<file path="src/rtl/hdmi_pkg.sv">
// Shared types and defaults for the HDMI data-island scheduler.
// Holds the FSM encoding, preamble ctl code and default island timing.
package hdmi_pkg;

    typedef enum logic [2:0] {
        S_IDLE,
        S_PREAMBLE,
        S_LEAD_GB,
        S_PACKET,
        S_TRAIL_GB
    } state_t;

    localparam logic [3:0] CTL_PREAMBLE = 4'b0101;

    localparam int DEF_ISLAND_START = 656;
    localparam int DEF_MAX_PKTS     = 2;
    localparam int DEF_PKT_LEN      = 32;
    localparam int DEF_PRE_LEN      = 8;
    localparam int DEF_GB_LEN       = 2;

    function automatic logic [1:0] rr_next(input logic [2:0] g);
        logic [1:0] n;
        n = 2'd0;
        unique case (1'b1)
            g[0]:    n = 2'd1;
            g[1]:    n = 2'd2;
            g[2]:    n = 2'd0;
            default: n = 2'd0;
        endcase
        return n;
    endfunction

endpackage

</file>
<file path="src/rtl/rr_arbiter3.sv">
// Three-way round-robin arbiter; ptr names the highest-priority requester.
// Purely combinational, one-hot (or zero) grant.
module rr_arbiter3 (
    input  logic [2:0] req,
    input  logic [1:0] ptr,
    output logic [2:0] gnt
);

    always_comb begin
        gnt = 3'b000;
        unique case (ptr)
            2'd1: gnt = req[1] ? 3'b010 :
                        req[2] ? 3'b100 :
                        req[0] ? 3'b001 : 3'b000;
            2'd2: gnt = req[2] ? 3'b100 :
                        req[0] ? 3'b001 :
                        req[1] ? 3'b010 : 3'b000;
            default: gnt = req[0] ? 3'b001 :
                           req[1] ? 3'b010 :
                           req[2] ? 3'b100 : 3'b000;
        endcase
    end

endmodule

</file>
<file path="src/rtl/hdmi_island_scheduler.sv">
// HDMI data-island scheduler: preamble, guard bands, round-robin packets.
// Define HDMI_NULL_PACKET_EN to send a null packet when nobody requests.
module hdmi_island_scheduler
    import hdmi_pkg::*;
#(
    parameter int ISLAND_START = DEF_ISLAND_START,
    parameter int MAX_PKTS     = DEF_MAX_PKTS,
    parameter int PKT_LEN      = DEF_PKT_LEN,
    parameter int PRE_LEN      = DEF_PRE_LEN,
    parameter int GB_LEN       = DEF_GB_LEN
) (
    input  logic       pixel_clk,
    input  logic       n_rst,
    input  logic [9:0] sx,
    input  logic       active_video,
    input  logic [2:0] req,
    output logic [2:0] gnt,
    output logic [4:0] pkt_idx,
    output logic       null_pkt,
    output logic [3:0] ctl,
    output logic       di_preamble,
    output logic       data_island_gb,
    output logic       di_active,
    output logic       overrun_err
);

`ifdef HDMI_NULL_PACKET_EN
    localparam bit NULL_EN = 1'b1;
`else
    localparam bit NULL_EN = 1'b0;
`endif

    localparam int CW = 8;

    state_t          state;
    logic [CW-1:0]   cnt;
    logic [3:0]      sent;
    logic [1:0]      ptr;
    logic [2:0]      served;
    logic [2:0]      pend;
    logic [2:0]      arb_req;
    logic [2:0]      arb_gnt;
    logic            start_ok;

    // Each requester is served at most once per island.
    assign arb_req  = req & ~served;
    assign start_ok = NULL_EN || (req != 3'b000);

    rr_arbiter3 u_arb (
        .req (arb_req),
        .ptr (ptr),
        .gnt (arb_gnt)
    );

    always_ff @(posedge pixel_clk or negedge n_rst) begin
        if (!n_rst) begin
            state          <= S_IDLE;
            cnt            <= '0;
            sent           <= '0;
            ptr            <= '0;
            served         <= '0;
            pend           <= '0;
            gnt            <= '0;
            pkt_idx        <= '0;
            null_pkt       <= 1'b0;
            ctl            <= '0;
            di_preamble    <= 1'b0;
            data_island_gb <= 1'b0;
            di_active      <= 1'b0;
            overrun_err    <= 1'b0;
        end else if (state != S_IDLE && active_video) begin
            state          <= S_IDLE;
            cnt            <= '0;
            gnt            <= '0;
            pkt_idx        <= '0;
            null_pkt       <= 1'b0;
            ctl            <= '0;
            di_preamble    <= 1'b0;
            data_island_gb <= 1'b0;
            di_active      <= 1'b0;
            overrun_err    <= 1'b1;
        end else begin
            unique case (state)
                S_IDLE: begin
                    cnt    <= '0;
                    sent   <= '0;
                    served <= '0;
                    if (sx == 10'(ISLAND_START) && !active_video
                        && start_ok) begin
                        state       <= S_PREAMBLE;
                        ctl         <= CTL_PREAMBLE;
                        di_preamble <= 1'b1;
                        pend        <= arb_gnt;
                        served      <= arb_gnt;
                        if (arb_gnt != 3'b000)
                            ptr <= rr_next(arb_gnt);
                    end
                end
                S_PREAMBLE: begin
                    if (cnt == CW'(PRE_LEN - 1)) begin
                        state          <= S_LEAD_GB;
                        cnt            <= '0;
                        ctl            <= '0;
                        di_preamble    <= 1'b0;
                        data_island_gb <= 1'b1;
                    end else begin
                        cnt <= cnt + 1'b1;
                    end
                end
                S_LEAD_GB: begin
                    if (cnt == CW'(GB_LEN - 1)) begin
                        state          <= S_PACKET;
                        cnt            <= '0;
                        data_island_gb <= 1'b0;
                        di_active      <= 1'b1;
                        gnt            <= pend;
                        null_pkt       <= NULL_EN && (pend == 3'b000);
                        pkt_idx        <= '0;
                        sent           <= sent + 1'b1;
                    end else begin
                        cnt <= cnt + 1'b1;
                    end
                end
                S_PACKET: begin
                    if (cnt == CW'(PKT_LEN - 1)) begin
                        if (!null_pkt && arb_gnt != 3'b000
                            && int'(sent) < MAX_PKTS) begin
                            gnt     <= arb_gnt;
                            served  <= served | arb_gnt;
                            ptr     <= rr_next(arb_gnt);
                            sent    <= sent + 1'b1;
                            cnt     <= '0;
                            pkt_idx <= '0;
                        end else begin
                            state          <= S_TRAIL_GB;
                            cnt            <= '0;
                            gnt            <= '0;
                            pkt_idx        <= '0;
                            null_pkt       <= 1'b0;
                            di_active      <= 1'b0;
                            data_island_gb <= 1'b1;
                        end
                    end else begin
                        cnt     <= cnt + 1'b1;
                        pkt_idx <= 5'(cnt + 1'b1);
                    end
                end
                S_TRAIL_GB: begin
                    if (cnt == CW'(GB_LEN - 1)) begin
                        state          <= S_IDLE;
                        cnt            <= '0;
                        data_island_gb <= 1'b0;
                    end else begin
                        cnt <= cnt + 1'b1;
                    end
                end
                default: state <= S_IDLE;
            endcase
        end
    end

endmodule

</file>
<file path="config.mk">
export PLATFORM = sky130hd
export DESIGN_NAME = hdmi_island_scheduler
export DESIGN_NICKNAME = d
export VERILOG_FILES = /design/src/rtl/hdmi_pkg.sv /design/src/rtl/rr_arbiter3.sv /design/src/rtl/hdmi_island_scheduler.sv
export SDC_FILE = /design/constraint.sdc
export NUM_CORES = 1
export LEC_CHECK = 0
export BUFFER_PORTS_ARGS = -buffer_cell sky130_fd_sc_hd__buf_2
export CAP_MARGIN = 25
export CELL_PAD_IN_SITES_DETAIL_PLACEMENT = 1
export CELL_PAD_IN_SITES_GLOBAL_PLACEMENT = 2
export CORE_ASPECT_RATIO = 0.75
export CORE_MARGIN = 2
export CORE_UTILIZATION = 25
export CTS_CLUSTER_DIAMETER = 40
export DETAILED_ROUTE_END_ITERATION = 6
export PLACE_DENSITY_LB_ADDON = 0.08
export SKIP_CTS_REPAIR_TIMING = 1
export SYNTH_ARGS = -nofsm -noshare
export SYNTH_HDL_FRONTEND = slang
export SYNTH_SLANG_ARGS = --single-unit
</file>
<file path="constraint.sdc">
create_clock -name pixel_clk -period 4 [get_ports pixel_clk]
set_clock_uncertainty 0.05 [all_clocks]
set_input_delay 0.4 -clock pixel_clk [delete_from_list [all_inputs] [get_ports pixel_clk]]
set_output_delay 0.4 -clock pixel_clk [all_outputs]
set_load 0.01 [all_outputs]
</file>
==> flow_summary.ini <==
[setup_path]
cp.arrival_ns = 2.94
crit_required_ns = 4.11
crit_path_max_incr_delay_ns = 0.87
crit_type = flop to flop
cp_cell_sequence = ha_1 -> nor4b_2 -> a21oi_1 -> a32oi_1 -> o311ai_0 -> o2bb2ai_1
start_kind = flop
path_buf_inv = 0
worstSetupEndpointType = flop
path_max_fanout = 11
crit_path_top_delay_cell = a32oi_1
crit_family = compound AO/OA/AOI/OAI gates

[flow_run]
maxCapViolations = 0

[global_route]
grt_pass1_vias = 1835
grt_pass1_wl_um = 10560
grt_antenna_before_repair = 0
grt_max_degree = 36
grt_use_total_pct = 13.97
grt_overflow = 0

[place]
place_ws_ns = 1.168
globalplace.congestion = 0.7145
portBuffers = 29
dp_hpwl_um = 4750

[outcome]
status = completed

[floorplan]
start_util_pct = 25.34
die_x_um = 113.9
io_pins = 33
die_area_um2 = 9839
die_y_um = 86.41
core-area_um2 = 8934
num_rows = 30

[yosys]
ys_ff_latch = 35
synth-seq-area-share_pct = 38.70
ys.flop_type = dfrtp_1
syn_area_um2 = 2263
synth_edf_count = 0
synthArstFlopShare_pct = 100.0
netlist-cell-type-count = 67
ys.warnings.count = 0
synth_top_cell_by_area = dfrtp_1
synth_area_leaders = dfrtp_1 (39%), nand2_1 (4.1%), a21oi_1 (3.1%)
netlist_instances = 238
synth_top_area_share_pct = 38.70
syn_avg_cell_area_um2 = 9.510

[layout]
insertedDiodeCount = 0
areaGrowthSynthToFinish_pct = 15.20
nNetsFinal = 280
final_util_pct = 29.19
multi_input_area_um2 = 1220
nFillCells = 1024
seqCellArea_um2 = 875.8
drive_gt1_share_pct = 21.54

[cts]
cts_tree = built
cts_sinks = 35
numCtsBuffers = 5
cts-root-buf = clkbuf_16
insertion_delay_ns = 0.28
ctsHtreeMaxLevel = 2
cts_max_path_buffers = 2
clk_pin_slew_ns = 0.06

[pwr]
vdd_drop_max_v = 0.0001451
p_leak_nw = 1.192
power.density_nw_per_um2 = 347.1

[sta]
fin_tns_setup_ns = 0
setup_viol = 0
drv_slew = 0
setup_ws_ns = 1.175
fmaxAchievable_ghz = 0.3540
hold-worst-slack_ns = 0.1750
hold_viol_final = 0
fin_crit_sh_pct = 70.62
post-route-min-period_ns = 2.825
relSlewSlack_pct = 25.27
worst_slew_pin_slew_ns = 1.121
rsz0062_at_grt = no

[detailed_routing]
wl_per_cell_um = 17.31
drt_iter0_markers = 76
dr.pass1.iters = 4
route.detailed.drc = 0
vias_per_cell = 5.094
num_vias = 1895
drtAntennaViolNets = 0
drt-total-wl_um = 6439

[min_path]
hp-class = input port to async pin
-- worst paths after layout --
check	from	cells after the start	to	slack [ns]
max reg2reg	cnt[0]	6	state[1]	1.18
max	cnt[0]	6	state[1]	1.18
min in group pixel_clk	overrun_err	1	overrun_err	0.41
max in group asynchronous	n_rst	1	cnt[2]	3.19
min	n_rst	1	overrun_err	0.18
min reg2reg	overrun_err	1	overrun_err	0.41
-- per-stage QoR --
stage	std cells	total power, W	area [um2]
after floorplan	240	0.0003874	2271
after global placement	364	0.0004059	2419
after detailed placement	364	0.0004059	2419
after CTS	372	0.0009240	2608
after global routing	372	0.0009456	2608
final	372	0.0009050	2608
-- worst register-to-register path, cell delays in order (launching register included) --
cell	delay [ns]
dfrtp_1	0.44
ha_1	0.17
nor4b_2	0.41
a21oi_1	0.26
a32oi_1	0.87
o311ai_0	0.32
o2bb2ai_1	0.19
-- where the power goes --
group	switching, W	internal (W)	total [W]
clock network	0.000149	0.000357	0.000507
logic	0.0000265	0.0000132	0.0000397
registers	0.00000153	0.000357	0.000359
total	0.000177	0.000728	0.000905
-- kinds of logic after synthesis --
logic type                 after synthesis  share of synthesized area (%)
DFF                                     35                          38.70
xor gates and xnor gates                 2                         0.7740
adders and majority gates                6                          3.206
other                                    1                         0.1657
muxes                                    4                          2.045
buffers and inverters                   27                          7.739
AOI/OAI and AO/OA                       74                          24.66
and+or+nand+nor                         89                          22.72
-- per-layer routing --
| layer | global-route usage (%) | part of all wire (%) | vias up |
|---|---|---|---|
| met2 | 19.00 | 39 | 48 |
| met5 | 0 | 0 | - |
| met4 | 2.328 | 0.26 | 0 |
| met3 | 3.427 | 5.2 | 2 |
| met1 | 22.24 | 56 | 927 |
| li1 | - | - | 918 |
-- registers in the layout (all words and copies together), names as in the netlist, 2 cells and up --
name and count:
sent 4, gnt 3, cnt 8, served 3
pkt_idx 5, ptr 2, state 3, pend 3
-- cells in the final DEF, fill, tap and decap left out, types with 3 or more instances in the layout --
cell type,Yosys,routed
or3_1,5,5
o211ai_1,4,4
clkbuf_16,0,5
conb_1,1,3
or2_2,3,3
nand2_1,25,25
nand2b_1,6,6
a21o_1,7,7
nor2_1,10,10
inv_1,10,10
o21a_1,3,3
a31oi_1,4,4
a21oi_1,14,14
and3_1,3,3
dfrtp_1,35,35
o2bb2ai_1,4,4
buf_2,1,29
o31ai_1,5,5
a2bb2oi_1,3,3
ha_1,5,5
o21ai_1,3,3
nor3_1,4,4
o21ai_0,8,8
nand3_1,6,6
nand4_1,5,5
-- cell usage after synthesis, types with 4 or more instances --
master and count:
dfrtp_1 35, nand2_1 25, a21oi_1 14, inv_1 10, nor2_1 10, buf_4 8, o21ai_0 8, a21o_1 7
nand2b_1 6, nand3_1 6, ha_1 5, nand4_1 5, o31ai_1 5, or3_1 5, a31oi_1 4, nor3_1 4
o211ai_1 4, o2bb2ai_1 4
-- area by class of cell --
cell class / count / share of cell area, %
Inverter: 10 / 1.440
Sequential cell: 35 / 33.59
Clock inverter: 2 / 2.303
Clock buffer: 6 / 4.942
Tap cell: 112 / 5.374
Timing Repair Buffer: 29 / 5.566
Multi-Input combinational cell: 178 / 46.79
(Power assumes the default switching activity.)
